[config.mk]
export PLATFORM = sky130hd
export DESIGN_NAME = fetch_unit_flat
export DESIGN_NICKNAME = d
export VERILOG_FILES = /design/src/rtl/fetch_unit_if.sv /design/src/rtl/fetch_unit.sv /design/src/flat_wrapper.sv
export SDC_FILE = /design/constraint.sdc
export NUM_CORES = 1
export LEC_CHECK = 0
export CORE_UTILIZATION = 55
export CTS_CLUSTER_SIZE = 10
export DETAILED_ROUTE_END_ITERATION = 7
export PLACE_DENSITY_LB_ADDON = 0.1
export SLEW_MARGIN = 25
export SYNTH_ARGS = -nofsm -noshare
export SYNTH_HDL_FRONTEND = slang
export SYNTH_SLANG_ARGS = --single-unit
[constraint.sdc]
create_clock -name clk -period 4.6 [get_ports clk]
set_input_delay 0.69 -clock clk [delete_from_list [all_inputs] [get_ports clk]]
set_output_delay 0.69 -clock clk [all_outputs]
set_load 0.01 [all_outputs]
[src/rtl/fetch_unit_if.sv]
// Fetch unit bus bundle: redirect input, instruction-memory request/response channel and decode output.
// The master side is the fetch unit; the slave side is the surrounding core/memory.
interface fetch_unit_if #(
  parameter int ADDR_W = 64,
  parameter int INST_W = 32
);
  logic              redirect_valid;
  logic [ADDR_W-1:0] redirect_pc;
  logic              imem_req_valid;
  logic [ADDR_W-1:0] imem_req_addr;
  logic              imem_req_ready;
  logic              imem_rsp_valid;
  logic [INST_W-1:0] imem_rsp_data;
  logic              out_valid;
  logic [ADDR_W-1:0] out_pc;
  logic [INST_W-1:0] out_inst;
  logic              out_ready;
  logic              fetch_misalign;

  modport master (
    input  redirect_valid, redirect_pc,
    output imem_req_valid, imem_req_addr,
    input  imem_req_ready, imem_rsp_valid, imem_rsp_data,
    output out_valid, out_pc, out_inst,
    input  out_ready,
    output fetch_misalign
  );

  modport slave (
    output redirect_valid, redirect_pc,
    input  imem_req_valid, imem_req_addr,
    output imem_req_ready, imem_rsp_valid, imem_rsp_data,
    input  out_valid, out_pc, out_inst,
    output out_ready,
    input  fetch_misalign
  );
endinterface

[src/rtl/fetch_unit.sv]
// Credit-based instruction fetch unit with an in-order fetch queue and redirect flush.
// Optional macro FETCH_MISALIGN_CHK_EN: misaligned redirects halt fetch and raise fetch_misalign.
module fetch_unit #(
  parameter int                ADDR_W   = 64,
  parameter int                INST_W   = 32,
  parameter logic [ADDR_W-1:0] RESET_PC = '0,
  parameter int                FQ_DEPTH = 4
) (
  input logic          clk,
  input logic          rst,
  fetch_unit_if.master bus
);
  localparam int PTR_W = $clog2(FQ_DEPTH);
  localparam int CNT_W = PTR_W + 1;

  logic [ADDR_W-1:0] r_pc;
  logic [ADDR_W-1:0] r_rsp_pc;
  logic [CNT_W-1:0]  r_wr_ptr;
  logic [CNT_W-1:0]  r_rd_ptr;
  logic [CNT_W-1:0]  r_outstanding;
  logic [CNT_W-1:0]  r_drop_cnt;
  logic [ADDR_W-1:0] r_q_pc   [FQ_DEPTH];
  logic [INST_W-1:0] r_q_inst [FQ_DEPTH];

  logic [CNT_W-1:0]  w_count;
  logic [CNT_W-1:0]  w_inflight;
  logic [ADDR_W-1:0] w_redir_pc;
  logic              w_empty;
  logic              w_credit_ok;
  logic              w_halt;
  logic              w_req_valid;
  logic              w_req_fire;
  logic              w_rsp_drop;
  logic              w_rsp_push;
  logic              w_pop;

`ifdef FETCH_MISALIGN_CHK_EN
  logic r_misalign;
  assign w_redir_pc         = bus.redirect_pc;
  assign w_halt             = r_misalign;
  assign bus.fetch_misalign = r_misalign;
`else
  assign w_redir_pc         = bus.redirect_pc & ~ADDR_W'(3);
  assign w_halt             = 1'b0;
  assign bus.fetch_misalign = 1'b0;
`endif

  assign w_count    = r_wr_ptr - r_rd_ptr;
  assign w_empty    = (r_wr_ptr == r_rd_ptr);
  assign w_inflight = r_drop_cnt + r_outstanding;
  // Every outstanding request must have a guaranteed slot when its response lands.
  assign w_credit_ok = ({1'b0, r_outstanding} + {1'b0, w_count}) < (CNT_W + 1)'(FQ_DEPTH);

  assign w_req_valid = !rst && !bus.redirect_valid && !w_halt && w_credit_ok;
  assign w_req_fire  = w_req_valid && bus.imem_req_ready;
  assign w_rsp_drop  = bus.imem_rsp_valid && (r_drop_cnt != '0);
  assign w_rsp_push  = bus.imem_rsp_valid && (r_drop_cnt == '0) && (r_outstanding != '0);
  assign w_pop       = !w_empty && bus.out_ready;

  assign bus.imem_req_valid = w_req_valid;
  assign bus.imem_req_addr  = r_pc;
  assign bus.out_valid      = !w_empty;
  assign bus.out_pc         = w_empty ? '0 : r_q_pc[r_rd_ptr[PTR_W-1:0]];
  assign bus.out_inst       = w_empty ? '0 : r_q_inst[r_rd_ptr[PTR_W-1:0]];

  always_ff @(posedge clk) begin
    if (rst) begin
      r_pc          <= RESET_PC;
      r_rsp_pc      <= RESET_PC;
      r_wr_ptr      <= '0;
      r_rd_ptr      <= '0;
      r_outstanding <= '0;
      r_drop_cnt    <= '0;
`ifdef FETCH_MISALIGN_CHK_EN
      r_misalign    <= 1'b0;
`endif
    end else if (bus.redirect_valid) begin
      r_pc          <= w_redir_pc;
      r_rsp_pc      <= w_redir_pc;
      r_rd_ptr      <= r_wr_ptr;
      r_outstanding <= '0;
      // Stale in-flight responses (older drops included) are all discarded; one may land right now.
      r_drop_cnt    <= (bus.imem_rsp_valid && (w_inflight != '0)) ? w_inflight - CNT_W'(1) : w_inflight;
`ifdef FETCH_MISALIGN_CHK_EN
      r_misalign    <= (bus.redirect_pc[1:0] != 2'b00);
`endif
    end else begin
      if (w_req_fire) r_pc <= r_pc + ADDR_W'(4);
      if (w_rsp_drop) r_drop_cnt <= r_drop_cnt - CNT_W'(1);
      if (w_rsp_push) begin
        r_rsp_pc <= r_rsp_pc + ADDR_W'(4);
        r_wr_ptr <= r_wr_ptr + CNT_W'(1);
      end
      if (w_pop) r_rd_ptr <= r_rd_ptr + CNT_W'(1);
      r_outstanding <= r_outstanding + CNT_W'(w_req_fire) - CNT_W'(w_rsp_push);
    end
  end

  always_ff @(posedge clk) begin
    if (!rst && !bus.redirect_valid && w_rsp_push) begin
      r_q_pc[r_wr_ptr[PTR_W-1:0]]   <= r_rsp_pc;
      r_q_inst[r_wr_ptr[PTR_W-1:0]] <= bus.imem_rsp_data;
    end
  end

  // A response with nothing in flight means the memory broke the in-order contract; it is ignored.
  a_no_orphan_rsp: assert property (@(posedge clk) disable iff (rst)
    (bus.imem_rsp_valid && !bus.redirect_valid) |-> (r_drop_cnt != '0 || r_outstanding != '0));
endmodule

[src/flat_wrapper.sv]
// flat-port wrapper written by rule: the top's interface ports become plain ports
module fetch_unit_flat 
#(
  parameter int                ADDR_W   = 64,
  parameter int                INST_W   = 32,
  parameter logic [ADDR_W-1:0] RESET_PC = '0,
  parameter int                FQ_DEPTH = 4
)
  (clk, rst, bus_redirect_valid, bus_redirect_pc, bus_imem_req_valid, bus_imem_req_addr, bus_imem_req_ready, bus_imem_rsp_valid, bus_imem_rsp_data, bus_out_valid, bus_out_pc, bus_out_inst, bus_out_ready, bus_fetch_misalign);
  fetch_unit_if #(.ADDR_W(ADDR_W), .INST_W(INST_W)) bus_i ();
  input logic clk;
  input logic rst;
  input wire logic [$bits(bus_i.redirect_valid)-1:0] bus_redirect_valid;
  input wire logic [$bits(bus_i.redirect_pc)-1:0] bus_redirect_pc;
  output wire logic [$bits(bus_i.imem_req_valid)-1:0] bus_imem_req_valid;
  output wire logic [$bits(bus_i.imem_req_addr)-1:0] bus_imem_req_addr;
  input wire logic [$bits(bus_i.imem_req_ready)-1:0] bus_imem_req_ready;
  input wire logic [$bits(bus_i.imem_rsp_valid)-1:0] bus_imem_rsp_valid;
  input wire logic [$bits(bus_i.imem_rsp_data)-1:0] bus_imem_rsp_data;
  output wire logic [$bits(bus_i.out_valid)-1:0] bus_out_valid;
  output wire logic [$bits(bus_i.out_pc)-1:0] bus_out_pc;
  output wire logic [$bits(bus_i.out_inst)-1:0] bus_out_inst;
  input wire logic [$bits(bus_i.out_ready)-1:0] bus_out_ready;
  output wire logic [$bits(bus_i.fetch_misalign)-1:0] bus_fetch_misalign;
  assign bus_i.redirect_valid = bus_redirect_valid;
  assign bus_i.redirect_pc = bus_redirect_pc;
  assign bus_imem_req_valid = bus_i.imem_req_valid;
  assign bus_imem_req_addr = bus_i.imem_req_addr;
  assign bus_i.imem_req_ready = bus_imem_req_ready;
  assign bus_i.imem_rsp_valid = bus_imem_rsp_valid;
  assign bus_i.imem_rsp_data = bus_imem_rsp_data;
  assign bus_out_valid = bus_i.out_valid;
  assign bus_out_pc = bus_i.out_pc;
  assign bus_out_inst = bus_i.out_inst;
  assign bus_i.out_ready = bus_out_ready;
  assign bus_fetch_misalign = bus_i.fetch_misalign;
  fetch_unit #(.ADDR_W(ADDR_W), .INST_W(INST_W), .RESET_PC(RESET_PC), .FQ_DEPTH(FQ_DEPTH)) u_core (.clk(clk), .rst(rst), .bus(bus_i));
endmodule
# ---- Word-level counts from Yosys, hierarchy flattened
# Memories as Yosys holds them, arrays and structs flattened. A register that Yosys moved wholly into a read port is not among the register bits.
# Index checks and enable logic that the tools add are counted.
dict set report totals {
  register_bits 140
  mem_bits_rw 384
  in_bits 102
  output_inout_bits 163
  memories 2
}
dict set report op_classes {
  addsub 11
  order_cmp 1
  eq_ne 1
  n_mux 17
  n_bitwise 1
  reduce_logical 22
}
# memory depth word_bits read_ports rd_ports_with_merged_regs wr line_no
set mem_list {}
lappend mem_list {u_core.r_q_pc 4 64 1 1 1 fetch_unit.sv:22} ;# logic [ADDR_W-1:0] r_q_pc [FQ_DEPTH];
lappend mem_list {u_core.r_q_inst 4 32 1 1 1 fetch_unit.sv:23} ;# logic [INST_W-1:0] r_q_inst [FQ_DEPTH];
# op count
set op_table {}
lappend op_table {{64-bit two-way mux} 5}
lappend op_table {{64-bit by 3-bit adder with 64-bit output, second input constant} 2}
lappend op_table {{32-bit two-way mux} 1}
lappend op_table {{3-bit two-way mux} 5}
lappend op_table {{1-bit logical AND} 9}
lappend op_table {{3-bit nonzero test} 3}
lappend op_table {{2-bit two-way mux} 4}
lappend op_table {{2-bit nonzero test} 4}
lappend op_table {{3-bit by 1-bit adder with 3-bit output, second input constant} 2}
lappend op_table {{3-bit by 1-bit subtractor with 3-bit output, second input constant} 2}
lappend op_table {{3-bit by 3-bit adder with 4-bit output} 1}
lappend op_table {{4-bit by 3-bit less-than comparator with 1-bit output, second input constant} 1}
lappend op_table {{3-bit by 1-bit adder with 3-bit output} 1}
lappend op_table {{3-bit adder} 1}
lappend op_table {{3-bit equality test} 1}
lappend op_table {{1-bit logical NOT} 3}
lappend op_table {{3-bit logical NOT} 1}
lappend op_table {{3-bit by 1-bit subtractor with 3-bit output} 1}
lappend op_table {{3-bit subtractor} 1}
lappend op_table {{1-bit two-way mux} 2}
lappend op_table {{2-bit AND reduction} 1}
lappend op_table {{2-bit OR reduction} 1}
lappend op_table {{1-bit inverter} 1}

# ---- Depth between registers and ports, before layout
dict set report logic_depth {
  word_depth 7
  mapped_depth 16
}

# ---- Worst setup path before layout
# Ideal clock, no wire load.
dict set report synth_path {
  path_kind {input port to flip-flop}
  start {input bus_imem_rsp_valid}
  end {memory u_core.r_q_inst[0][0], enable pin}
  setup_ps 464
  arrival_ps 3865
  required_time_ps 4136
  setup_slack_ps 271
  path_stages 6
  path_cell_list {nand3b_1 > or2_2 > clkbuf_1 > inv_1 > clkbuf_1 > and3_1}
}
dict set report synth_between {
  elab_chain_len 5
}
# element line_no
set synth_lines {}
lappend synth_lines {{start: declaration} flat_wrapper.sv:18} ;# input wire logic [$bits(bus_i.imem_rsp_valid)-1:0] bus_imem_rsp_valid;
lappend synth_lines {{1-bit logical AND (2 in series)} fetch_unit.sv:57} ;# assign w_rsp_push = bus.imem_rsp_valid && (r_drop_cnt == '0) && (r_outstanding != '0);
lappend synth_lines {{1-bit logical AND} fetch_unit.sv:100} ;# if (!rst && !bus.redirect_valid && w_rsp_push) begin
lappend synth_lines {{1-bit two-way mux} fetch_unit.sv:100}
lappend synth_lines {{1-bit two-way mux (not written as such)} fetch_unit.sv:102} ;# r_q_inst[r_wr_ptr[PTR_W-1:0]] <= bus.imem_rsp_data;
lappend synth_lines {{end: declaration} fetch_unit.sv:23}
# No other way between the ends.

# ---- Worst setup path in the final report
dict set report layout_path {
  start {register u_core.r_wr_ptr[0]}
  end {output bus_out_pc[61]}
}
dict set report layout_between {
  elab_chain_len 2
}
# element line_no
set layout_lines {}
lappend layout_lines {{start: declaration} fetch_unit.sv:18} ;# logic [CNT_W-1:0] r_wr_ptr;
lappend layout_lines {{start signal: assignment} fetch_unit.sv:92} ;# r_wr_ptr <= r_wr_ptr + CNT_W'(1);
lappend layout_lines {{3-bit equality test} fetch_unit.sv:49} ;# assign w_empty = (r_wr_ptr == r_rd_ptr);
lappend layout_lines {{64-bit two-way mux} fetch_unit.sv:63} ;# assign bus.out_pc = w_empty ? '0 : r_q_pc[r_rd_ptr[PTR_W-1:0]];
lappend layout_lines {{end: declaration} flat_wrapper.sv:21} ;# output wire logic [$bits(bus_i.out_pc)-1:0] bus_out_pc;
# No other way between the ends.

==> report_table.html <==
<table>
<tr><th>Metric</th><th>Value</th></tr>
<tr><th colspan="2">Logic synthesis</th></tr>
<tr><td>Cell Area, Synth</td><td>0.02219 sq mm</td></tr>
<tr><td>Sequential-to-total area share from yosys stat</td><td>63.33%</td></tr>
<tr><td>Syn. warnings</td><td>0</td></tr>
<tr><td>Count of flip-flops with a built-in enable after synthesis</td><td>376</td></tr>
<tr><td>Yosys reg bits</td><td>514</td></tr>
<tr><td>Post-synth cell types</td><td>65</td></tr>
<tr><td>Number of instances in the synthesized netlist</td><td>1,616</td></tr>
<tr><td>Post-synthesis area per instance</td><td>13.73 sq um</td></tr>
<tr><td>Synth Flop Type</td><td>edfxtp_1</td></tr>
<tr><td>Async S/R FF share, synth</td><td>0%</td></tr>
<tr><th colspan="2">Final layout</th></tr>
<tr><td>Share of final-layout standard cells stronger than drive strength 1</td><td>10.67%</td></tr>
<tr><td>Fin nets</td><td>1,986</td></tr>
<tr><td>P&amp;R area growth vs syn</td><td>21.70%</td></tr>
<tr><td>Design Area, Final</td><td>0.02701 sq mm</td></tr>
<tr><td>Most common cell after layout, fill and taps aside</td><td>edfxtp_1</td></tr>
<tr><td>Commonest non-fill, non-tap cells in the layout</td><td>edfxtp_1, clkdlybuf4s50_1, dfxtp_1</td></tr>
<tr><th colspan="2">Floorplan</th></tr>
<tr><td>Top-level port count</td><td>265</td></tr>
<tr><td>Die boundary height</td><td>202.9 um</td></tr>
<tr><td>Std-Cell Core Area</td><td>0.03973 sq mm</td></tr>
<tr><td>Die width</td><td>202.9 um</td></tr>
<tr><td>Initial cell density of the core</td><td>55.85%</td></tr>
<tr><td>Die ar.</td><td>0.04115 sq mm</td></tr>
<tr><td>Standard-cell rows</td><td>73</td></tr>
<tr><th colspan="2">GRT</th></tr>
<tr><td>Total global routing track utilization</td><td>27.53%</td></tr>
<tr><td>GRT overflow</td><td>0</td></tr>
<tr><td>Number of global-route vias before repair</td><td>14,550</td></tr>
<tr><td>Pin count of the biggest net entering global routing</td><td>113</td></tr>
<tr><td>Initial antenna violation count</td><td>4</td></tr>
<tr><td>First-pass GRT wire length</td><td>85,770 um</td></tr>
<tr><th colspan="2">Power and ir drop</th></tr>
<tr><td>Power per cell area</td><td>382.4 mW/mm^2</td></tr>
<tr><td>Pleak</td><td>8.599 nW</td></tr>
<tr><td>Worst VDD drop</td><td>307.3 uV</td></tr>
<tr><th colspan="2">Clock tree</th></tr>
<tr><td>CTS tree</td><td>done</td></tr>
<tr><td>Clock H-tree levels</td><td>2</td></tr>
<tr><td>Resized Gates After CTS</td><td>0</td></tr>
<tr><td>Buffers inserted during post-CTS setup optimization</td><td>0</td></tr>
<tr><td>Root Buffer</td><td>clkbuf_16</td></tr>
<tr><td>Worst skew pair latency</td><td>0.61 ns</td></tr>
<tr><td>Clock net sink count</td><td>514</td></tr>
<tr><td>Number of buffers inserted during clock tree synthesis</td><td>57</td></tr>
<tr><td>CTS Hold Buffers Added</td><td>0</td></tr>
<tr><td>Clock transition at the register clock pins on the worst setup and hold paths after CTS</td><td>0.06 ns</td></tr>
<tr><td>Maximum root-to-sink buffer count</td><td>3</td></tr>
<tr><th colspan="2">Critical path</th></tr>
<tr><td>Reg2Reg Depth</td><td>13</td></tr>
<tr><td>Slowest cell delay on critical path</td><td>0.66 ns</td></tr>
<tr><td>Minimum setup slack among reg-to-reg paths</td><td>1.07 ns</td></tr>
<tr><td>Cell with the largest stage delay on the worst path</td><td>buf_4</td></tr>
<tr><td>Capture point of the worst reg-to-reg path</td><td>u_core.bus.imem_req_addr[24]</td></tr>
<tr><td>Dominant delay contributor by cell family on the critical path</td><td>buffers and inverters</td></tr>
<tr><td>Worst reg2reg path startpoint</td><td>u_core.r_wr_ptr[0]</td></tr>
<tr><td>Crit. End Element</td><td>output port</td></tr>
<tr><td>Arrival @ worst endpoint</td><td>3.26 ns</td></tr>
<tr><td>Critical Path Source Type</td><td>flip-flop</td></tr>
<tr><td>Critical path required time</td><td>3.91 ns</td></tr>
<tr><td>Class of the most critical setup path</td><td>flip-flop to output port</td></tr>
<tr><td>Critical path buffers and inverters</td><td>3</td></tr>
<tr><td>Biggest fanout along the worst timing path</td><td>90</td></tr>
<tr><td>CP Cell Sequence</td><td>inv_1 &gt; ha_1 &gt; nand3_2 &gt; buf_4 &gt; and2_1 &gt; clkdlybuf4s50_1</td></tr>
<tr><td>Stages on the worst setup path</td><td>6</td></tr>
<tr><th colspan="2">Route</th></tr>
<tr><td>Drt wl/cell</td><td>22.98 um</td></tr>
<tr><td>Ratio of routed vias to standard cells</td><td>6.109</td></tr>
<tr><td>Number of DRC markers after the initial detailed-route iteration</td><td>1,492</td></tr>
<tr><td>Number of routed nets with antenna violations</td><td>0</td></tr>
<tr><td>Total vias in the final route</td><td>14,890</td></tr>
<tr><td>Total wire length</td><td>56,040 um</td></tr>
<tr><td>Number of iterations in the first detailed-routing pass</td><td>6</td></tr>
<tr><td>DRC violations left</td><td>0</td></tr>
<tr><th colspan="2">STA</th></tr>
<tr><td>Transition time at the pin with the least slew margin</td><td>0.9147 ns</td></tr>
<tr><td>Clk_skew</td><td>0.02682 ns</td></tr>
<tr><td>Maximum clock rate</td><td>0.2533 GHz</td></tr>
<tr><td>Post-route clock period utilization</td><td>85.83%</td></tr>
<tr><td>Headroom to the max-slew limit</td><td>38.46%</td></tr>
<tr><td>Shortest clock period the worst path allows after layout</td><td>3.948 ns</td></tr>
<tr><td>Setup_tns</td><td>0 ns</td></tr>
<tr><td>Number of failing hold endpoints at the final stage</td><td>0</td></tr>
<tr><td>Unrepaired setup endpoints after global routing</td><td>false</td></tr>
<tr><td>Final setup violating endpoints</td><td>0</td></tr>
<tr><td>Number of pins exceeding their max-slew limit in the final report</td><td>0</td></tr>
<tr><th colspan="2">Worst hold path</th></tr>
<tr><td>Worst Hold Launch</td><td>bus_redirect_valid</td></tr>
<tr><td>Worst hold path type</td><td>input pin to flip-flop</td></tr>
<tr><td>End point of the most critical hold path</td><td>u_core.r_outstanding[2]</td></tr>
<tr><td>Hold Path Cell Cnt</td><td>2</td></tr>
<tr><th colspan="2">Place</th></tr>
<tr><td>Total placed instance area</td><td>0.02533 sq mm</td></tr>
<tr><td>Weighted congestion reported at the end of routability-driven placement</td><td>0.9040</td></tr>
<tr><td>Number of input and output port buffers inserted</td><td>257</td></tr>
<tr><td>Post-DP HPWL</td><td>36,490 um</td></tr>
<tr><th colspan="2">Outcome</th></tr>
<tr><td>Run status</td><td>complete, no violations</td></tr>
<tr><th colspan="2">Job</th></tr>
<tr><td>Number of max-capacitance violations reported</td><td>0</td></tr>
</table>
[stage by stage]
step | total power, mW | setup WS, ns | std cells | utilization (%) | hold slack (ns)
2_1_floorplan | 5.792 | 0.2711 | 1620 | - | 0.4809
3_3_place_gp | 6.277 | 1.104 | 2329 | 63.76 | 0.5024
3_5_place_dp | 6.299 | 1.066 | 2329 | 63.76 | 0.5194
4_1_cts | 10.40 | 0.5810 | 2437 | 67.95 | 0.4350
5_1_grt | 10.68 | 0.4834 | 2437 | 67.96 | 0.4931
6_report | 10.33 | 0.6519 | 2438 | 67.97 | 0.4650
[metal layers]
metal	GRT usage (%)	part of all wire (%)	up-vias	wire, um
met2	40.53	45	720	24940
li1	-	-	6678	-
met5	0	0.075	-	42
met3	5.778	8.4	121	4708
met4	10.04	3.2	6	1795
met1	40.57	44	7369	24550
[final cells by class]
class	count	area [sq um]
antenna	1	2.502
clock buffer	106	1653
clock inverter	2	12.51
fill	2848	12730
inverter	31	118.9
multi-input combinational	981	7669
sequential	514	14060
tap	525	656.9
timing repair buffer	278	2833
[cells in the mapped netlist, types with 2 or more instances]
| cell | instances | area share (%) |
|---|---|---|
| nand2b_1 | 4 | 0.11 |
| o21ai_0 | 37 | 0.83 |
| mux4_2 | 94 | 9.5 |
| buf_2 | 5 | 0.11 |
| nand3_1 | 65 | 1.5 |
| a211oi_1 | 22 | 0.74 |
| buf_1 | 11 | 0.19 |
| a21oi_1 | 50 | 1.1 |
| and3_1 | 23 | 0.65 |
| nand2_1 | 97 | 1.6 |
| clkbuf_1 | 68 | 1.2 |
| and2_1 | 102 | 2.9 |
| a31oi_1 | 19 | 0.54 |
| nor2_1 | 83 | 1.4 |
| ha_1 | 18 | 1.0 |
| edfxtp_1 | 376 | 51 |
| a21boi_0 | 21 | 0.71 |
| fa_1 | 3 | 0.27 |
| a21o_1 | 2 | 0.068 |
| o21a_1 | 14 | 0.47 |
| dfxtp_1 | 138 | 12 |
| buf_4 | 7 | 0.24 |
| or2_2 | 4 | 0.11 |
| mux2i_1 | 4 | 0.18 |
| nand4_1 | 43 | 1.2 |
| or4_4 | 2 | 0.10 |
| or3_1 | 13 | 0.37 |
| inv_1 | 31 | 0.52 |
| xor2_1 | 32 | 1.3 |
| o211ai_1 | 6 | 0.20 |
| nor3_1 | 37 | 0.83 |
| and4_1 | 7 | 0.28 |
| nand3b_1 | 3 | 0.10 |
| nor4_1 | 32 | 0.90 |
| o22ai_1 | 17 | 0.48 |
| a221oi_1 | 2 | 0.079 |
| a22oi_1 | 13 | 0.44 |
| mux2_2 | 4 | 0.20 |
| or4_1 | 13 | 0.44 |
| a311oi_1 | 6 | 0.24 |
| xnor2_1 | 64 | 2.5 |
[flip-flops by register name, summed over array words and instances (netlist names), named ones only]
signal	flops
u_core.bus.imem_req_addr	62
u_core.r_drop_cnt	3
u_core.r_outstanding	3
u_core.r_q_inst	128
u_core.r_q_pc	248
u_core.r_rd_ptr	3
u_core.r_rsp_pc	62
u_core.r_wr_ptr	3
[where the power goes]
group	leakage, nW	switching, mW	internal (mW)
registers	4.56	0.176	5.06
clock network	0.789	1.73	2.39
logic	3.25	0.455	0.513
[cell families after synthesis]
group | share of synthesized area [%]
and+or+nand+nor | 12.96
buffers and inverters | 2.323
AOI/OAI and AO/OA | 6.371
other | 0.01690
xor gates and xnor gates | 3.789
DFF | 63.33
adders and majority gates | 1.286
muxes | 9.923
[how the worst max path moves through the flow]
stage	start	end	slack [ns]
detailed placement	bus_imem_rsp_valid	u_core.r_q_inst[2][26]	1.07
finish	u_core.r_wr_ptr[0]	bus_out_pc[61]	0.65
floorplan	bus_imem_rsp_valid	u_core.r_q_inst[0][0]	0.27
global placement	bus_imem_rsp_valid	u_core.r_q_pc[1][37]	1.10
CTS	u_core.r_wr_ptr[0]	bus_out_pc[26]	0.58
global route	u_core.r_wr_ptr[0]	bus_out_pc[61]	0.48
No activity file was read; power rests on OpenSTA's default activity.
